## src/rtl/bus_quantum_scheduler.sv

```systemverilog
// bus_quantum_scheduler: time-slice owner of the shared bus with safe-point handover windows
//
// Ports:
//   CLK            system clock
//   RST            asynchronous, active-high reset
//   i_init_done    scheduling frozen while low
//   i_req          per-core bus-wanted flags
//   i_idle         per-core safe-boundary flags (only the owner's bit gates a switch)
//   i_dram_busy    DRAM controller busy, blocks a switch
//   i_txn_active   owner has an open access, blocks a switch
//   o_grant_idx    current owner index
//   o_grant_oh     one-hot form of o_grant_idx
//   o_hold         bus busy to all cores during the handover window
//   o_switch       one-cycle pulse in the cycle the grant changes
//   o_state        FSM state (0 own, 1 hold, 2 switch, 3 settle)
//   o_sw_count     switch counter (BUS_SCHED_STATS_EN, else 0)
//   o_hold_cycles  cycles with o_hold high (BUS_SCHED_STATS_EN, else 0)
//
// Optional feature macro: BUS_SCHED_STATS_EN enables the two statistics counters.
module bus_quantum_scheduler #(
    parameter int NCORES  = 2,
    parameter int CW      = 1,
    parameter int QUANTUM = 16,
    parameter int GAP     = 2
) (
    input  logic              CLK,
    input  logic              RST,
    input  logic              i_init_done,
    input  logic [NCORES-1:0] i_req,
    input  logic [NCORES-1:0] i_idle,
    input  logic              i_dram_busy,
    input  logic              i_txn_active,
    output logic [CW-1:0]     o_grant_idx,
    output logic [NCORES-1:0] o_grant_oh,
    output logic              o_hold,
    output logic              o_switch,
    output logic [1:0]        o_state,
    output logic [31:0]       o_sw_count,
    output logic [31:0]       o_hold_cycles
);
    localparam logic [1:0]  S_OWN    = 2'd0;
    localparam logic [1:0]  S_HOLD   = 2'd1;
    localparam logic [1:0]  S_SWITCH = 2'd2;
    localparam logic [1:0]  S_SETTLE = 2'd3;
    localparam logic [15:0] Q_MAX    = 16'(QUANTUM - 1);
    localparam logic [7:0]  G_MAX    = 8'(GAP - 1);
    localparam logic [CW:0] N_WRAP   = (CW+1)'(NCORES);

    logic [1:0]          r_state;
    logic [CW-1:0]       r_grant;
    logic [CW-1:0]       r_next;
    logic [15:0]         r_cnt;
    logic [7:0]          r_scnt;
    logic [2*NCORES-1:0] w_req_dbl;
    logic [NCORES-1:0]   w_req_rot;
    logic [CW:0]         w_off;
    logic [CW:0]         w_sum;
    logic [CW-1:0]       w_nxt;
    logic                w_has_nxt;
    logic                w_ready;

    // Rotate requests so bit k is core (grant+k) mod NCORES; bit 0 is the owner.
    assign w_req_dbl = {i_req, i_req};
    assign w_req_rot = NCORES'(w_req_dbl >> r_grant);

    // Smallest nonzero offset with a request wins, giving round-robin from grant+1.
    always_comb begin
        w_has_nxt = 1'b0;
        w_off     = '0;
        for (int k = NCORES - 1; k >= 1; k--) begin
            if (w_req_rot[k]) begin
                w_has_nxt = 1'b1;
                w_off     = (CW+1)'(k);
            end
        end
    end

    assign w_sum   = {1'b0, r_grant} + w_off;
    assign w_nxt   = (w_sum >= N_WRAP) ? CW'(w_sum - N_WRAP) : CW'(w_sum);
    assign w_ready = (r_cnt == Q_MAX || !w_req_rot[0]) && w_has_nxt && i_idle[r_grant]
                     && !i_dram_busy && !i_txn_active;

    always_ff @(posedge CLK or posedge RST) begin
        if (RST) begin
            r_state <= S_OWN;
            r_grant <= '0;
            r_next  <= '0;
            r_cnt   <= '0;
            r_scnt  <= '0;
        end else if (i_init_done) begin
            case (r_state)
                S_OWN: begin
                    r_cnt <= (r_cnt == Q_MAX) ? r_cnt : r_cnt + 16'd1;
                    if (w_ready) begin
                        r_state <= S_HOLD;
                        r_next  <= w_nxt;
                    end
                end
                S_HOLD: begin
                    r_state <= S_SWITCH;
                    r_grant <= r_next;
                end
                S_SWITCH: begin
                    r_state <= S_SETTLE;
                    r_scnt  <= '0;
                end
                default: begin
                    r_scnt <= r_scnt + 8'd1;
                    if (r_scnt == G_MAX) begin
                        r_state <= S_OWN;
                        r_cnt   <= '0;
                    end
                end
            endcase
        end
    end

    assign o_grant_idx = r_grant;
    assign o_grant_oh  = NCORES'(1) << r_grant;
    assign o_hold      = (r_state != S_OWN);
    assign o_switch    = (r_state == S_SWITCH);
    assign o_state     = r_state;

`ifdef BUS_SCHED_STATS_EN
    logic [31:0] r_sw_count;
    logic [31:0] r_hold_cycles;

    // Counts are taken from the registered state, independent of the init freeze.
    always_ff @(posedge CLK or posedge RST) begin
        if (RST) begin
            r_sw_count    <= '0;
            r_hold_cycles <= '0;
        end else begin
            if (r_state == S_SWITCH) r_sw_count <= r_sw_count + 32'd1;
            if (r_state != S_OWN) r_hold_cycles <= r_hold_cycles + 32'd1;
        end
    end

    assign o_sw_count    = r_sw_count;
    assign o_hold_cycles = r_hold_cycles;
`else
    assign o_sw_count    = '0;
    assign o_hold_cycles = '0;
`endif
endmodule

```

## config.mk

```make
export PLATFORM = sky130hd
export DESIGN_NAME = bus_quantum_scheduler
export DESIGN_NICKNAME = d
export VERILOG_FILES = /design/src/rtl/bus_quantum_scheduler.sv
export SDC_FILE = /design/constraint.sdc
export NUM_CORES = 1
export LEC_CHECK = 0
export BUFFER_PORTS_ARGS = -buffer_cell sky130_fd_sc_hd__buf_2
export CAP_MARGIN = 10
export CORE_MARGIN = 4
export CORE_UTILIZATION = 35
export DETAILED_ROUTE_END_ITERATION = 7
export GPL_TIMING_DRIVEN = 0
export SETUP_SLACK_MARGIN = 0.1
export SLEW_MARGIN = 20
export SYNTH_ARGS = -nofsm -noshare
export SYNTH_HDL_FRONTEND = slang
export SYNTH_SLANG_ARGS = --single-unit
```

## constraint.sdc

```tcl
create_clock -name CLK -period 2.5 [get_ports CLK]
set_input_delay 0.125 -clock CLK [delete_from_list [all_inputs] [get_ports CLK]]
set_output_delay 0.125 -clock CLK [all_outputs]
set_load 0.02 [all_outputs]
```

==> results of run 1 <==
-- cells by family (layout without fill, tap and decap cells) --
group	count (synthesis)	count (layout)	share of synthesized area
and+or+nand+nor	83	83	0.215
buffers and inverters	82	101	0.263
AOI/OAI and AO/OA	36	36	0.0990
DFF	28	28	0.324
xor gates and xnor gates	8	8	0.0324
adders and majority gates	6	6	0.0347
muxes	6	6	0.0307
other	1	64	0.00173
-- repair_timing --
| action | in CTS | in global routing |
|---|---|---|
| buffers inserted | 0 | 0 |
| pin swaps | 0 | 1 |
| hold buffers | 1 | 0 |
| hold endpoints to repair | 28 | 0 |
| endpoints found under the setup margin | 12 | 2 |
| gates resized for setup | 1 | 0 |
-- metal layers --
metal | wire, µm | global-route usage | part of all wire | up-vias
met4 | 19 | 0.0127 | 0.0046 | 0
met5 | 0 | 0 | 0 | -
met2 | 2070 | 0.185 | 0.50 | 45
met1 | 1820 | 0.140 | 0.44 | 751
met3 | 237 | 0.0238 | 0.057 | 2
li1 | - | - | - | 907
-- state kept, by name, summed over array words and instances (netlist names) --
register,cells
r_scnt,8
r_cnt,16
o_state,2
r_next,1
o_grant_idx,1
-- worst max-delay path: stages (launching register included) --
cell	delay (ns)
dfrtp_1	0.41
inv_1	0.08
ha_1	0.33
nand2b_1	0.15
clkbuf_1	0.26
nor4_2	0.43
and2b_1	0.23
mux2_1	0.28
-- cell usage after synthesis (all sizes together) (7+ instances only) --
cell type  count
o21ai         18
nand4          7
xnor2          8
nor3           7
inv            8
and3           9
nand3          9
buf           69
nor4           9
dfrtp         28
nor2          14
nand2         14
-- power groups by stage --
stage	combinational, mW	sequential (mW)	clock [mW]
final	0.952	0.744	0.243
after global routing	1.06	0.769	0.272
after CTS	0.958	0.740	0.256
after global placement	0.933	0.743	0
after floorplan	0.740	0.734	0
after detailed placement	0.946	0.750	0
-- path summary, 6_finish.rpt --
kind                                              from                       to  slack, ns  depth (start not counted)
max in group asynchronous                          RST  o_grant_idx$_DFFE_PP0P_       1.63                          3
worst min-delay path                          i_req[1]       r_next$_DFFE_PP0P_       0.23                          4
min in group asynchronous                          RST    r_cnt[15]$_DFFE_PP0P_       0.46                          3
worst min register to register   r_scnt[7]$_DFFE_PP0P_    r_scnt[7]$_DFFE_PP0P_       0.49                          1
worst max-delay path            o_state[0]$_DFFE_PP0P_    r_cnt[13]$_DFFE_PP0P_       0.23                          7
worst max register to register  o_state[0]$_DFFE_PP0P_    r_cnt[13]$_DFFE_PP0P_       0.23                          7
-- per-stage QoR --
step	power (mW)	cells	util	area, µm²
after floorplan	1.47	313	-	2400
after CTS	1.95	407	0.441	2630
after global placement	1.68	403	0.431	2570
after global routing	2.10	407	0.441	2630
after detailed placement	1.70	403	0.431	2570
final	1.94	407	0.441	2630
-- area by class of cell --
type                            count  area share
Tap cell                           75      0.0357
Inverter                            8      0.0114
Sequential cell                    28       0.267
Buffer                             74       0.205
Multi-Input combinational cell    203       0.433
Clock buffer                        3      0.0157
Timing Repair Buffer               16      0.0324
-- placed cells by master (no fill, tap or decap), drive strengths merged, types with 2 or more instances in the layout --
master and instances:
a21oi 6, a31oi 4, and3 9, and4 3, buf 84, clkbuf 8
conb 64, dfrtp 28, ha 6, inv 8, mux2 5, nand2 14
nand3 9, nand4 7, nor2 14, nor2b 2, nor3 7, nor4 9
o21ai 18, or2 2, or3 2, xnor2 8
==> reports/metrics.csv, run 1 <==
metric;value;unit
outcome;completed;
post-route-period-util;0.907;
fp.dieW;86.6;µm
row_count;28;
fin_crit;2.27;ns
antennaDiodeCount;0;
clock_latency;0.27;ns
yosysWarnings;0;
cts_buffer_depth;2;
final_nets;349;
place_congestion;0.762;
max_freq;441;MHz
grtUsageTotal;0.107;
hold_violations;0;
clock_sinks;28;
rsz0062_at_grt;no;
dp_hpwl;3210;µm
via_count;1705;
final_layout_size_suffix_gt1_frac;0.292;
seq_power_share;0.384;
drtIter0Drc;104;
p_leak;1.39;nW
fin_skew;0.0112;ns
htreeDepth;1;
wl_per_cell;10.2;µm
synthToLayoutAreaGrowth;21.4;%
regArea;701;µm²
final_antenna_net_count;0;
ir_worst_vdd;0.688;mV
grt_pass1_vias;1440;
coreArea;5960;µm²
syn_inst;250;
dp_slack;-0.0107;ns
synth_cell_types;41;
multi_input_area;1140;µm²
combinationalPowerShare;0.491;
cp-start-kind;flip-flop;
crit_type;reg2reg;
synth-edff-count;0;
hold_ws;0.235;ns
cts_buffers;3;
port_buffers;15;
finalMaxSlewViolations;0;
synth_area_leaders;dfrtp_1 (32%), buf_4 (23%), o21ai_0 (4.2%);
finalSetupTns;0;ns
powerDensity;739;nW/µm²
drc;0;
synth_seq_area_share;0.324;
worst_slack;0.232;ns
p_clk_frac;0.125;
synthFlopType;dfrtp_1;
hold_class;in2reg;
relSlewSlack;0.596;
fp.dieH;86.6;µm
cp.required;2.67;ns
wirelength;4150;µm
cts-root-buf;clkbuf_8;
netlist_area;2160;µm²
async_reset_ff_frac;1.00;
worstPathMaxFanout;9;
yosys.area.top_type;dfrtp_1;
grt_overflow;0;
syn_area_per_cell;8.65;µm²
viasPerCell;4.19;
fillers;604;
pin_count;80;
grt_pass1_wl;6650;µm
antenna_found_initial;0;
cp-end-kind;flip-flop;
post-synth-top-area-fraction;0.324;
path_clk_slew;0.10;ns
die_area;7500;µm²
grt_start_max_net_pins;29;
switching_power;0.866;mW
maxCapViolCount;0;
cp.arrival;2.44;ns
start_util;0.363;
setup_viol;0;
drtPass1Iterations;4;
cts_tree;done;
swShare;0.447;
tightest_slew;0.605;ns
p_int;1.07;mW
synth-seq-cells;28;
No activity file was read; power rests on OpenSTA's default activity.
==> inputs of run 2 (changes only) <==
- clock period: 2.5 -> 2.9 ns (I/O delays scaled with it)
==> reports/metrics.csv, run 2 (synthesized netlist as in run 1, its figures left out) <==
metric;value;unit;change
cpPeakStageDelay;0.70;ns;+0.27 ns
htreeDepth;1;;unchanged
seq_power_share;0.384;;about the same
clock_latency;0.27;ns;about the same
antenna_found_initial;0;;unchanged
drtIter0Drc;80;;-23%
worstPathCellList;inv_1, ha_1, nand2b_1, clkbuf_1, nor4_1, buf_2, o21ba_2;;
reg2reg_slack;0.36;ns;+0.13 ns
cts_setup_buffers;0;;unchanged
fin_skew;0.0117;ns;+0.000577 ns
regArea;701;µm²;unchanged
fin_crit;2.54;ns;+0.275 ns
row_count;28;;unchanged
critPathBufInv;3;;+1
post-route-period-util;0.877;;-0.0304
crit_type;reg2reg;;
p_int;0.926;mW;-14%
place_congestion;0.762;;unchanged
hold_violations;0;;unchanged
fp.dieH;86.6;µm;unchanged
ir_worst_vdd;0.593;mV;-14%
swShare;0.444;;-0.00220
drc;0;;unchanged
start_util;0.363;;unchanged
grt_pass1_vias;1436;;-0.28%
max_freq;393;MHz;-11%
setup_viol;0;;unchanged
p_clk_frac;0.126;;about the same
reg2reg_to;r_cnt[14]$_DFFE_PP0P_;;
multi_input_area;1130;µm²;-0.55%
worstPathMaxFanout;10;;+1
wirelength;4180;µm;+0.70%
die_area;7500;µm²;unchanged
outcome;completed;;
cp.required;3.07;ns;+0.40 ns
finalMaxSlewViolations;0;;unchanged
top_register;r_cnt;;
via_count;1679;;-1.5%
tightest_slew;0.846;ns;+0.240 ns
p_leak;1.39;nW;about the same
finalSetupTns;0;ns;unchanged
viasPerCell;4.13;;-1.5%
grt_pass1_wl;6640;µm;-0.11%
path_clk_slew;0.10;ns;about the same
switching_power;0.741;mW;-14%
coreArea;5960;µm²;unchanged
clock_sinks;28;;unchanged
reg2reg_depth;7;;unchanged
dp_hpwl;3210;µm;unchanged
crit_slowest_cell;nor4_1;;
final_layout_size_suffix_gt1_frac;0.289;;-0.00301
cp-start-kind;flip-flop;;
cts_buffers;3;;unchanged
final_antenna_net_count;0;;unchanged
antennaDiodeCount;0;;unchanged
post_cts_resized;0;;-1
final_cell_mix;buf_4 (65), conb_1 (64), dfrtp_1 (28);;
dp_slack;0.389;ns;+0.400 ns
cts_hold_repair.buffers;1;;unchanged
crit_family;simple AND/OR/NAND/NOR gates;;
fillers;603;;-0.17%
r2r_start;o_state[0]$_DFFE_PP0P_;;
cp.arrival;2.72;ns;+0.28 ns
relSlewSlack;0.431;;-0.165
grt_overflow;0;;unchanged
cts_tree;done;;
grt_start_max_net_pins;29;;unchanged
final_nets;349;;unchanged
drtPass1Iterations;4;;unchanged
worst_slack;0.357;ns;+0.125 ns
hold_class;in2reg;;
largest_reg_flops;16;;unchanged
cts-root-buf;clkbuf_8;;
port_buffers;15;;unchanged
final_common_cell;buf_4;;
hp-start;i_req[1];;
powerDensity;637;nW/µm²;-14%
wl_per_cell;10.3;µm;+0.70%
min_path_cells;4;;unchanged
cts_buffer_depth;2;;unchanged
pin_count;80;;unchanged
grtUsageTotal;0.107;;unchanged
maxCapViolCount;0;;unchanged
fp.dieW;86.6;µm;unchanged
rsz0062_at_grt;no;;
synthToLayoutAreaGrowth;21.1;%;
cp-end-kind;flip-flop;;
combinationalPowerShare;0.490;;about the same
whs_endpoint;r_next$_DFFE_PP0P_;;
-- run 2: cell types whose count changed in the layout (fill, tap and decap cells not counted) --
cell,previous run,this run
nor4_1,7,8
nor4_2,1,0
-- run 2: routing by layer --
| metal | share of wire | routed length (µm) | track usage |
|---|---|---|---|
| met4 | 0.0045 | 19 | 0.0127 |
| met5 | 0 | 0 | 0 |
| met2 | 0.50 | 2080 | 0.184 |
| met1 | 0.44 | 1840 | 0.141 |
| met3 | 0.058 | 242 | 0.0238 |
-- run 2: layout make-up --
type	instances	share of cell area
multi-input cells	203	0.431
flip-flops and latches	28	0.268
plain buffers	74	0.205
well taps	75	0.0358
repair buffers	16	0.0325
clock buffers	3	0.0158
inverters	8	0.0115
-- run 2: metrics by stage --
step | hold WS (ns) | cell area, µm² | utilization | std cells | total power [mW]
2_1_floorplan | 0.210 | 2400 | - | 313 | 1.27
5_1_grt | 0.246 | 2620 | 0.440 | 407 | 1.81
6_report | 0.255 | 2620 | 0.440 | 407 | 1.67
4_1_cts | 0.250 | 2620 | 0.440 | 407 | 1.68
3_5_place_dp | 0.261 | 2570 | 0.431 | 403 | 1.46
3_3_place_gp | 0.479 | 2570 | 0.431 | 403 | 1.45
-- run 2: worst max path at each step --
stage	from	end	slack (ns)	cells after the start
global placement	o_state[0]$_DFFE_PP0P_	r_cnt[13]$_DFFE_PP0P_	0.43	7
finish	o_state[0]$_DFFE_PP0P_	r_cnt[14]$_DFFE_PP0P_	0.36	7
CTS	o_state[0]$_DFFE_PP0P_	r_cnt[14]$_DFFE_PP0P_	0.37	7
floorplan	o_state[0]$_DFFE_PP0P_	r_cnt[13]$_DFFE_PP0P_	0.66	7
detailed placement	o_state[0]$_DFFE_PP0P_	r_cnt[13]$_DFFE_PP0P_	0.39	7
global route	o_state[0]$_DFFE_PP0P_	r_cnt[13]$_DFFE_PP0P_	0.25	7
-- run 2: power by group through the flow --
| stage | Combinational [mW] | Sequential [mW] | Clock (mW) |
|---|---|---|---|
| 6_report | 0.817 | 0.641 | 0.209 |
| 5_1_grt | 0.914 | 0.663 | 0.234 |
| 4_1_cts | 0.822 | 0.638 | 0.221 |
| 3_5_place_dp | 0.815 | 0.646 | 0 |
| 3_3_place_gp | 0.804 | 0.641 | 0 |
| 2_1_floorplan | 0.638 | 0.633 | 0 |
-- run 2: worst min-delay path, delay by kind of cell --
kind            cells  cell delay [ns]
mux                 1             0.14
simple gates        1             0.05
compound gates      1             0.06
buf+inv             1             0.10
